File: src/rtl/wm_pkg.sv
`default_nettype none
// +----------------------------------------------------------------------+
// | wm_pkg : default washing-machine plant cycle constants               |
// | Revision: 1.0                                                        |
// +----------------------------------------------------------------------+
package wm_pkg;
  localparam int DEF_FILL_CYCLES = 8;
  localparam int DEF_DET_CYCLES  = 4;
  localparam int DEF_WASH_CYCLES = 16;
  localparam int DEF_SPIN_CYCLES = 12;
endpackage
`default_nettype wire

File: src/rtl/wm_sat_counter.sv
`default_nettype none
// +----------------------------------------------------------------------+
// | wm_sat_counter : up/down counter saturating at 0 and MAX             |
// | Revision: 1.0                                                        |
// +----------------------------------------------------------------------+
module wm_sat_counter #(
  parameter int MAX   = 8,
  parameter int WIDTH = $clog2(MAX + 1)
) (
  input  logic             clk,
  input  logic             reset,
  input  logic             inc,
  input  logic             dec,
  input  logic             clr,
  input  logic             hold,
  output logic [WIDTH-1:0] value,
  output logic [WIDTH-1:0] value_next,
  output logic             at_max
);
  localparam logic [WIDTH-1:0] MAX_V = WIDTH'(MAX);

  // hold beats clear beats counting
  always_comb begin
    value_next = value;
    if (hold) begin
      value_next = value;
    end else if (clr) begin
      value_next = '0;
    end else if (inc && (value != MAX_V)) begin
      value_next = value + 1'b1;
    end else if (dec && (value != '0)) begin
      value_next = value - 1'b1;
    end
  end

  // at_max is decoded from the next value so it flips on the same edge as value
  always_ff @(posedge clk) begin
    if (reset) begin
      value  <= '0;
      at_max <= 1'b0;
    end else begin
      value  <= value_next;
      at_max <= (value_next == MAX_V);
    end
  end
endmodule
`default_nettype wire

File: src/rtl/wm_plant.sv
`default_nettype none
// +----------------------------------------------------------------------+
// | wm_plant : washing-machine plant model producing sensor feedback     |
// | Revision: 1.0                                                        |
// +----------------------------------------------------------------------+
module wm_plant
  import wm_pkg::*;
#(
  parameter int FILL_CYCLES = DEF_FILL_CYCLES,
  parameter int DET_CYCLES  = DEF_DET_CYCLES,
  parameter int WASH_CYCLES = DEF_WASH_CYCLES,
  parameter int SPIN_CYCLES = DEF_SPIN_CYCLES,
  parameter int LEVEL_W     = $clog2(FILL_CYCLES + 1)
) (
  input  logic               clk,
  input  logic               reset,
  input  logic               door_lock,
  input  logic               motor_on,
  input  logic               fill_on,
  input  logic               drain_on,
  input  logic               soapWash,
  input  logic               waterWash,
  output logic               fill,
  output logic               detergent,
  output logic               timeout,
  output logic               drained,
  output logic               spin_timeout,
  output logic               fault,
  output logic [LEVEL_W-1:0] level
);
  localparam int DOSE_W = $clog2(DET_CYCLES + 1);
  localparam int WASH_W = $clog2(WASH_CYCLES + 1);
  localparam int SPIN_W = $clog2(SPIN_CYCLES + 1);

  logic               fault_next;
  logic               level_empty;
  logic               level_next_empty;
  logic [LEVEL_W-1:0] level_next;
  logic [DOSE_W-1:0]  dose_value;
  logic [DOSE_W-1:0]  dose_next;
  logic [WASH_W-1:0]  wash_value;
  logic [WASH_W-1:0]  wash_next;
  logic [SPIN_W-1:0]  spin_value;
  logic [SPIN_W-1:0]  spin_next;
  // rinse phase has no effect of its own: wash counting ignores the phase flags
  logic               unused_phase;

  assign unused_phase     = waterWash;
  assign fault_next       = fault | (~door_lock & (motor_on | fill_on | drain_on));
  assign level_empty      = (level == '0);
  assign level_next_empty = (level_next == '0);

  wm_sat_counter #(.MAX(FILL_CYCLES), .WIDTH(LEVEL_W)) u_level (
    .clk        (clk),
    .reset      (reset),
    .inc        (fill_on & ~drain_on),
    .dec        (drain_on & ~fill_on),
    .clr        (1'b0),
    .hold       (fault_next),
    .value      (level),
    .value_next (level_next),
    .at_max     (fill)
  );

  // fill is the registered "level == FILL_CYCLES" flag, used as the full condition
  wm_sat_counter #(.MAX(DET_CYCLES), .WIDTH(DOSE_W)) u_dose (
    .clk        (clk),
    .reset      (reset),
    .inc        (soapWash & fill),
    .dec        (1'b0),
    .clr        (level_next_empty),
    .hold       (fault_next),
    .value      (dose_value),
    .value_next (dose_next),
    .at_max     (detergent)
  );

  wm_sat_counter #(.MAX(WASH_CYCLES), .WIDTH(WASH_W)) u_wash (
    .clk        (clk),
    .reset      (reset),
    .inc        (motor_on & ~drain_on & fill),
    .dec        (1'b0),
    .clr        (level_next_empty),
    .hold       (fault_next),
    .value      (wash_value),
    .value_next (wash_next),
    .at_max     (timeout)
  );

  wm_sat_counter #(.MAX(SPIN_CYCLES), .WIDTH(SPIN_W)) u_spin (
    .clk        (clk),
    .reset      (reset),
    .inc        (motor_on & drain_on & level_empty),
    .dec        (1'b0),
    .clr        (~motor_on),
    .hold       (fault_next),
    .value      (spin_value),
    .value_next (spin_next),
    .at_max     (spin_timeout)
  );

  // drained looks at the current level, so it trails the level reaching zero by one edge
  always_ff @(posedge clk) begin
    if (reset) begin
      fault   <= 1'b0;
      drained <= 1'b0;
    end else begin
      fault <= fault_next;
      if (!fault_next) begin
        drained <= level_empty & drain_on;
      end
    end
  end
endmodule
`default_nettype wire

File: config.mk
export PLATFORM = sky130hd
export DESIGN_NAME = wm_plant
export DESIGN_NICKNAME = d
export VERILOG_FILES = /design/src/rtl/wm_pkg.sv /design/src/rtl/wm_sat_counter.sv /design/src/rtl/wm_plant.sv
export SDC_FILE = /design/constraint.sdc
export NUM_CORES = 1
export LEC_CHECK = 0
export ABC_AREA = 1
export CAP_MARGIN = 25
export CORE_UTILIZATION = 51
export DETAILED_ROUTE_END_ITERATION = 8
export GPL_ROUTABILITY_DRIVEN = 0
export GPL_TIMING_DRIVEN = 0
export HOLD_SLACK_MARGIN = 0.05
export PLACE_DENSITY = 0.86
export SYNTH_ARGS = -nofsm -noshare
export SYNTH_HDL_FRONTEND = slang
export SYNTH_HIERARCHICAL = 1
export SYNTH_SLANG_ARGS = --single-unit
File: constraint.sdc
create_clock -name clk -period 2.4 [get_ports clk]
set_input_delay 0.48 -clock clk [delete_from_list [all_inputs] [get_ports clk]]
set_output_delay 0.48 -clock clk [all_outputs]
set_load 0.005 [all_outputs]
==> qor.log, run 1 <==
qor: finish.drive_gt1_share 26.5%
qor: placed_design.preCtsSetupSlack -1.06 ns
qor: timing.post-route-period-util 94.4%
qor: critical_path.timing.critical_path.mode_cell sky130_fd_sc_hd__nand2_4
qor: cts.clkSlewWorstSetupHoldPaths 0.12 ns
qor: critical_path.timing.rr.start u_level/value[0]
qor: die.die_area 3640 sq um
qor: critical_path.timing.critical_path.from u_level/value[0]
qor: placed_design.numPortBuffers 16
qor: routing.antenna_violating_nets_post_route 0
qor: finish.num_antenna_cells 0
qor: routing.vias 1716
qor: critical_path.path_class reg2reg
qor: power.total_power 868 uW
qor: routing.routed_via_density 4.90
qor: yosys.ys.warnings.count 6
qor: routing.firstDrtPassIters 4
qor: critical_path.setup.worst_path.end_class flip-flop
qor: routing.remaining_drc_errors 0
qor: finish.final_net_count 324
qor: power.power.share.sequential 45.1%
qor: hold_path.hold_path_end drained
qor: die.die_w 60.4 um
qor: timing.max_freq 441 MHz
qor: cts.clock_latency 0.31 ns
qor: grt.grt_antenna_before_repair 0
qor: cts.clk_path_buf_depth 2
qor: placed_design.instance_area_after_placement 1990 sq um
qor: cts.tritoncts.num_buffers 3
qor: hold_path.holdPathStages 2
qor: power.maximum_vdd_ir_drop 357 uV
qor: finish.commonest_cells_after_routing_fill_and_taps_aside sky130_fd_sc_hd__nand2_1 (54), sky130_fd_sc_hd__inv_1 (37), sky130_fd_sc_hd__nor2_1 (29)
qor: timing.max_slew_margin 52.1%
qor: timing.fin_skew 0.00291 ns
qor: routing.routed_wl_per_cell 11.1 um
qor: critical_path.cp_max_fo 7
qor: power.clock_network_power_share 23.8%
qor: power.power.switching 288 uW
qor: critical_path.rr_endpoint u_wash/at_max
qor: yosys.syn_area_per_cell 6.48 sq um
qor: timing.finalSetupTns 0 ns
qor: yosys.synth.cell_area 1740 sq um
qor: die.core_area 3150 sq um
qor: grt.grt_first_pass_wirelength 6290 um
qor: finish.final_common_cell sky130_fd_sc_hd__nand2_1
qor: run.timing.max_cap.violations 0
qor: power.p_comb_share 31.1%
qor: timing.finalCriticalPeriod 2.27 ns
qor: critical_path.rr_worst_depth 18
qor: cts.clock_tree_from_tritoncts done
qor: finish.num-fill-cells 286
qor: grt.grt_max_degree 18
qor: hold_path.hold_path.startpoint drained
qor: yosys.synthCells 268
qor: critical_path.crit_path_start_kind flip-flop
qor: grt.number_of_global_route_vias_before_repair 1516
qor: critical_path.worstPathCellList inv_1, ha_2, nand3_2, nand2_4, nand2_4, nand2_4, inv_2, nand2_1, nand2_1, nand3_2, inv_2, nor4_4, nor2_2, o21ai_2, inv_1, a21boi_2, nand3_1, nor2_1
qor: finish.flow.area_growth_from_synthesis 23.6%
qor: die.floorplan.initialDensity 55.1%
qor: grt.gr-total-overflow 0
qor: finish.fin_area 2150 sq um
qor: power.netSwitchingFraction 33.2%
qor: outcome.run_status complete, no violations
qor: die.core_rows 20
qor: power.p_leak 1.08 nW
qor: cts.cts_max_level 1
qor: critical_path.worst-r2r-setup-slack 0.13 ns
qor: cts.cts_root_buffer sky130_fd_sc_hd__clkbuf_4
qor: timing.slew_violations 0
qor: timing.final.setup.worst_slack 0.134 ns
qor: critical_path.critical-path-slowest-cell sky130_fd_sc_hd__dfxtp_4
qor: timing.worst_slew_pin_slew 0.716 ns
qor: routing.drt-initial-drc-count 64
qor: placed_design.dp.final_hpwl 2670 um
qor: critical_path.worst_ep_arrival_time 2.52 ns
qor: grt.gr-usage-all-layers 22.9%
qor: die.io_pins 18
qor: hold_path.min_path_type reg2reg
qor: cts.clock_sinks 22
qor: timing.worst_hold_slack 0.531 ns
qor: timing.timing.final.setup_violations 0
qor: power.p_int 579 uW
qor: power.power.density_cell_area 404 nW/um^2
qor: critical_path.crit_path_max_incr_delay 0.39 ns
qor: routing.totalWireLength 3870 um
qor: critical_path.crit_required 2.66 ns
qor: timing.timing_hold_violations_final 0
qor: die.die_height 60.4 um
[routing by layer]
layer	wire length [um]	track usage, %	vias up
met5	0	0	-
met4	36	6.31	0
met3	54	4.90	4
met2	2010	41.3	15
met1	1770	27.2	787
li1	-	-	910
[sequential cells by signal, summed over array words and instances, names as in the netlist]
signal,cells
u_wash/value,5
u_level/value,4
u_spin/value,4
u_dose/value,3
drained,1
fault,1
u_dose/at_max,1
u_level/at_max,1
u_spin/at_max,1
u_wash/at_max,1
[how the worst max path moves through the flow]
stage	end	cells after the start
5_1_grt	u_wash/at_max	18
3_5_place_dp	u_wash/at_max	19
2_1_floorplan	u_wash/at_max	17
6_report	u_wash/at_max	18
4_1_cts	u_wash/at_max	17
3_3_place_gp	u_wash/at_max	19
[area by class of cell]
cell class	instances	area [sq um]	share of cell area [%]
Buffer	1	11.3	0.524
Sequential cell	22	448	20.9
Timing Repair Buffer	25	226	10.5
Clock buffer	4	36.3	1.69
Inverter	52	196	9.15
Tap cell	44	55.1	2.56
Multi-Input combinational cell	202	1170	54.7
[power by group through the flow]
stage                     clock (mW)  combinational (mW)  sequential, mW
after floorplan                    0               0.164           0.397
after global placement             0               0.216           0.400
after detailed placement           0               0.223           0.400
after CTS                      0.212               0.245           0.392
after global routing           0.226               0.300           0.394
final                          0.207               0.269           0.392
[what timing repair did]
item	in CTS	in global routing
resized for setup	11	15
pin swaps	2	8
setup endpoints to repair	10	9
setup buffers	4	5
hold buffers	0	0
[per-stage QoR]
| step | utilization (%) | std cells |
|---|---|---|
| 6_report | 68.1 | 350 |
| 3_3_place_gp | 63.0 | 337 |
| 4_1_cts | 65.9 | 345 |
| 2_1_floorplan | - | 277 |
| 3_5_place_dp | 63.0 | 337 |
| 5_1_grt | 68.1 | 350 |
[critical path: cells and delay by family, from the launching register on]
family                     cells  cell delay (ns)
and+or+nand+nor               11             1.15
DFF                            1             0.39
buffers and inverters          4             0.24
AOI/OAI and AO/OA              2             0.22
adders and majority gates      1             0.21
Power figures use the tool's default switching activity.
==> run 2: changes to the inputs <==
--- a/config.mk
+++ b/config.mk
@@ -7,12 +7,13 @@
 export LEC_CHECK = 0
 export ABC_AREA = 1
 export CAP_MARGIN = 25
-export CORE_UTILIZATION = 51
+export CORE_ASPECT_RATIO = 0.6
+export CORE_UTILIZATION = 60
 export DETAILED_ROUTE_END_ITERATION = 8
 export GPL_ROUTABILITY_DRIVEN = 0
 export GPL_TIMING_DRIVEN = 0
 export HOLD_SLACK_MARGIN = 0.05
-export PLACE_DENSITY = 0.86
+export PLACE_DENSITY = 0.93
 export SYNTH_ARGS = -nofsm -noshare
 export SYNTH_HDL_FRONTEND = slang
 export SYNTH_HIERARCHICAL = 1
==> constraint.sdc (replaced) <==
create_clock -name clk -period 2.8 [get_ports clk]
set_input_delay 0.56 -clock clk [delete_from_list [all_inputs] [get_ports clk]]
set_output_delay 0.56 -clock clk [all_outputs]
set_load 0.005 [all_outputs]
==> run 2 against run 1 <==
  * Clock-buffer cell count unchanged
  * Critical path depth unchanged
  * Largest cell class unchanged
  * Worst setup slack improved by 0.018 ns
  * Sequential power decreased by 14%
==> qor.log, run 2 (synthesized netlist as in run 1, its figures left out) <==
qor: timing.worst_slew_pin_slew 0.645 ns [-0.0710 ns]
qor: finish.drive_gt1_share 20.3% [-6.1 points]
qor: grt.grt_first_pass_wirelength 7090 um [+13%]
qor: placed_design.instance_area_after_placement 1970 sq um [-0.76%]
qor: placed_design.dp.final_hpwl 3020 um [+13%]
qor: power.maximum_vdd_ir_drop 338 uV [-5.3%]
qor: finish.flow.area_growth_from_synthesis 19.5%
qor: grt.grt_max_degree 18 [unchanged]
qor: die.core_area 2630 sq um [-17%]
qor: grt.grt_antenna_before_repair 0 [unchanged]
qor: finish.final_net_count 318 [-1.9%]
qor: critical_path.path_depth 18 [unchanged]
qor: outcome.run_status complete, no violations
qor: power.p_leak 1.06 nW [-1.7%]
qor: timing.grt_setup_unrepaired no
qor: cts.clkSlewWorstSetupHoldPaths 0.08 ns [-0.04 ns]
qor: critical_path.crit_path_start_kind input pin
qor: die.io_pins 18 [unchanged]
qor: cts.cts_root_buffer sky130_fd_sc_hd__clkbuf_8
qor: cts.clock_tree_from_tritoncts done
qor: timing.finalCriticalPeriod 2.65 ns
qor: finish.top_regs u_wash/value: 5 flops, u_level/value: 4 flops, u_spin/value: 4 flops
qor: placed_design.preCtsSetupSlack -0.704 ns [+0.360 ns]
qor: finish.commonest_cells_after_routing_fill_and_taps_aside sky130_fd_sc_hd__nand2_1 (54), sky130_fd_sc_hd__inv_1 (42), sky130_fd_sc_hd__nor2_1 (31)
qor: grt.number_of_global_route_vias_before_repair 1633 [+7.7%]
qor: hold_path.holdPathStages 2 [unchanged]
qor: die.floorplan.initialDensity 66.1% [+11 points]
qor: critical_path.worstPathCellList clkdlybuf4s50_1, inv_2, nand3_2, a21oi_2, inv_2, inv_2, nand2_4, nor2_1, nand2_1, nand3_2, inv_1, nor4_4, inv_1, nor2_1, inv_1, nand3_1, nand3_1, nor2_1
qor: finish.num-fill-cells 199 [-30%]
qor: run.timing.max_cap.violations 0 [unchanged]
qor: timing.finalSetupTns 0 ns [unchanged]
qor: timing.max_slew_margin 56.9% [+4.7 points]
qor: routing.firstDrtPassIters 5 [+1]
qor: grt.gr-usage-all-layers 29.8% [+6.9 points]
qor: cts.cts_max_level 1 [unchanged]
qor: routing.antenna_violating_nets_post_route 0 [unchanged]
qor: finish.largest_register_ffs 5 [unchanged]
qor: cts.clock_latency 0.27 ns [-0.04 ns]
qor: routing.vias 1771 [+3.2%]
qor: timing.final.setup.worst_slack 0.151 ns [+0.0175 ns]
qor: grt.gr-total-overflow 0 [unchanged]
qor: power.total_power 786 uW [-9.4%]
qor: timing.post-route-period-util 94.6%
qor: timing.slew_violations 0 [unchanged]
qor: die.core_rows 14 [-30%]
qor: critical_path.critical_path.n_buffers_inverters 7 [+3]
qor: finish.num_antenna_cells 0 [unchanged]
qor: critical_path.setup.worst_path.end_class flip-flop
qor: timing.worst_hold_slack 0.530 ns [-0.00110 ns]
qor: die.die_w 71.5 um [+18%]
qor: critical_path.worst_ep_arrival_time 2.86 ns [+0.34 ns]
qor: critical_path.critical-path-slowest-cell sky130_fd_sc_hd__clkdlybuf4s50_1
qor: timing.timing_hold_violations_final 0 [unchanged]
qor: critical_path.cp_max_fo 4 [-3]
qor: cts.clk_path_buf_depth 2 [unchanged]
qor: critical_path.crit_required 3.01 ns [+0.35 ns]
qor: critical_path.rr_worst_depth 17 [-1]
qor: routing.remaining_drc_errors 0 [unchanged]
qor: cts.clock_sinks 22 [unchanged]
qor: routing.drt-initial-drc-count 105 [+64%]
qor: finish.postLayoutCoreUtil 79.0% [+11 points]
qor: finish.fin_area 2080 sq um [-3.3%]
qor: die.die_height 43.7 um [-28%]
qor: placed_design.placedCellCount 325 [-3.6%]
qor: die.die_area 3120 sq um [-14%]
qor: timing.timing.final.setup_violations 0 [unchanged]
qor: power.power.density_cell_area 379 nW/um^2 [-6.3%]
qor: critical_path.crit_path_max_incr_delay 0.44 ns [+0.05 ns]
qor: critical_path.path_delay_family simple AND/OR/NAND/NOR gates
qor: placed_design.numPortBuffers 16 [unchanged]
qor: finish.final_common_cell sky130_fd_sc_hd__nand2_1
qor: routing.totalWireLength 4150 um [+7.2%]
qor: routing.routed_wl_per_cell 12.5 um [+13%]
qor: hold_path.min_path_type reg2reg
qor: timing.fin_skew 0.00390 ns [+0.000989 ns]
qor: routing.routed_via_density 5.33 [+8.8%]
qor: cts.tritoncts.num_buffers 3 [unchanged]
qor: critical_path.path_class in2reg
qor: finish.stdcell_count 332 [-5.1%]
qor: timing.max_freq 378 MHz
qor: cts.holdBufCountCts 0 [unchanged]
qor: finish.register_with_the_most_flip_flops u_wash/value
## run 2: worst register-to-register path, stage by stage (launching register included)
cell and delay (ns):
sky130_fd_sc_hd__dfxtp_1 0.48, sky130_fd_sc_hd__inv_1 0.10, sky130_fd_sc_hd__ha_1 0.25, sky130_fd_sc_hd__nand3_2 0.10
sky130_fd_sc_hd__nand2_4 0.08, sky130_fd_sc_hd__nand2_4 0.09, sky130_fd_sc_hd__nand2_4 0.06, sky130_fd_sc_hd__nor2_1 0.10
sky130_fd_sc_hd__nand2_1 0.07, sky130_fd_sc_hd__nand3_2 0.10, sky130_fd_sc_hd__inv_1 0.07, sky130_fd_sc_hd__nor4_4 0.30
sky130_fd_sc_hd__inv_1 0.08, sky130_fd_sc_hd__nor2_1 0.09, sky130_fd_sc_hd__inv_1 0.10, sky130_fd_sc_hd__nand3_1 0.14
sky130_fd_sc_hd__nand3_1 0.09, sky130_fd_sc_hd__nor2_1 0.08
## run 2: layer usage
layer | vias up | track usage [%] | wire (um)
met5 | - | 0 | 0
met4 | 0 | 9.41 | 63
met3 | 6 | 5.81 | 226
met2 | 54 | 51.0 | 1930
met1 | 820 | 38.7 | 1930
li1 | 891 | - | -
## run 2: where the power goes
group          internal, mW  total [mW]  switching [mW]  leakage (nW)
Clock                 0.126       0.234           0.108        0.0288
Combinational        0.0855       0.216           0.131         0.854
Sequential            0.323       0.337          0.0135         0.178
Total                 0.534       0.786           0.252          1.06
## run 2: final timing paths
| path | from | slack, ns | to |
|---|---|---|---|
| max | motor_on | 0.15 | u_wash/at_max |
| min | drained | 0.53 | drained |
| max reg2reg | u_level/value[0] | 0.36 | u_wash/at_max |
| min reg2reg | drained | 0.53 | drained |
## run 2: layout make-up
| class | instances | area (sq um) | share of cell area [%] |
|---|---|---|---|
| multi-input combinational | 202 | 1150 | 55.3 |
| buffer | 1 | 11.3 | 0.542 |
| timing repair buffer | 19 | 185 | 8.92 |
| inverter | 52 | 196 | 9.46 |
| tap | 32 | 40.0 | 1.93 |
| sequential | 22 | 440 | 21.2 |
| clock buffer | 4 | 55.1 | 2.65 |
## run 2: timing repair
| action | CTS | global route |
|---|---|---|
| gates resized for setup | 3 | 4 |
| setup endpoints to repair | 10 | 2 |
| buffers inserted | 2 | 1 |
| pin swaps | 0 | 2 |
| endpoints found under the hold margin | 0 | 0 |
==> run 3: changes to the inputs <==
--- a/config.mk
+++ b/config.mk
@@ -6,7 +6,7 @@
 export NUM_CORES = 1
 export LEC_CHECK = 0
 export ABC_AREA = 1
-export CAP_MARGIN = 25
+export CAP_MARGIN = 20
 export CORE_ASPECT_RATIO = 0.6
 export CORE_UTILIZATION = 60
 export DETAILED_ROUTE_END_ITERATION = 8
==> results of run 3 <==
Final layout, timing and power as in run 2 (identical DEF).
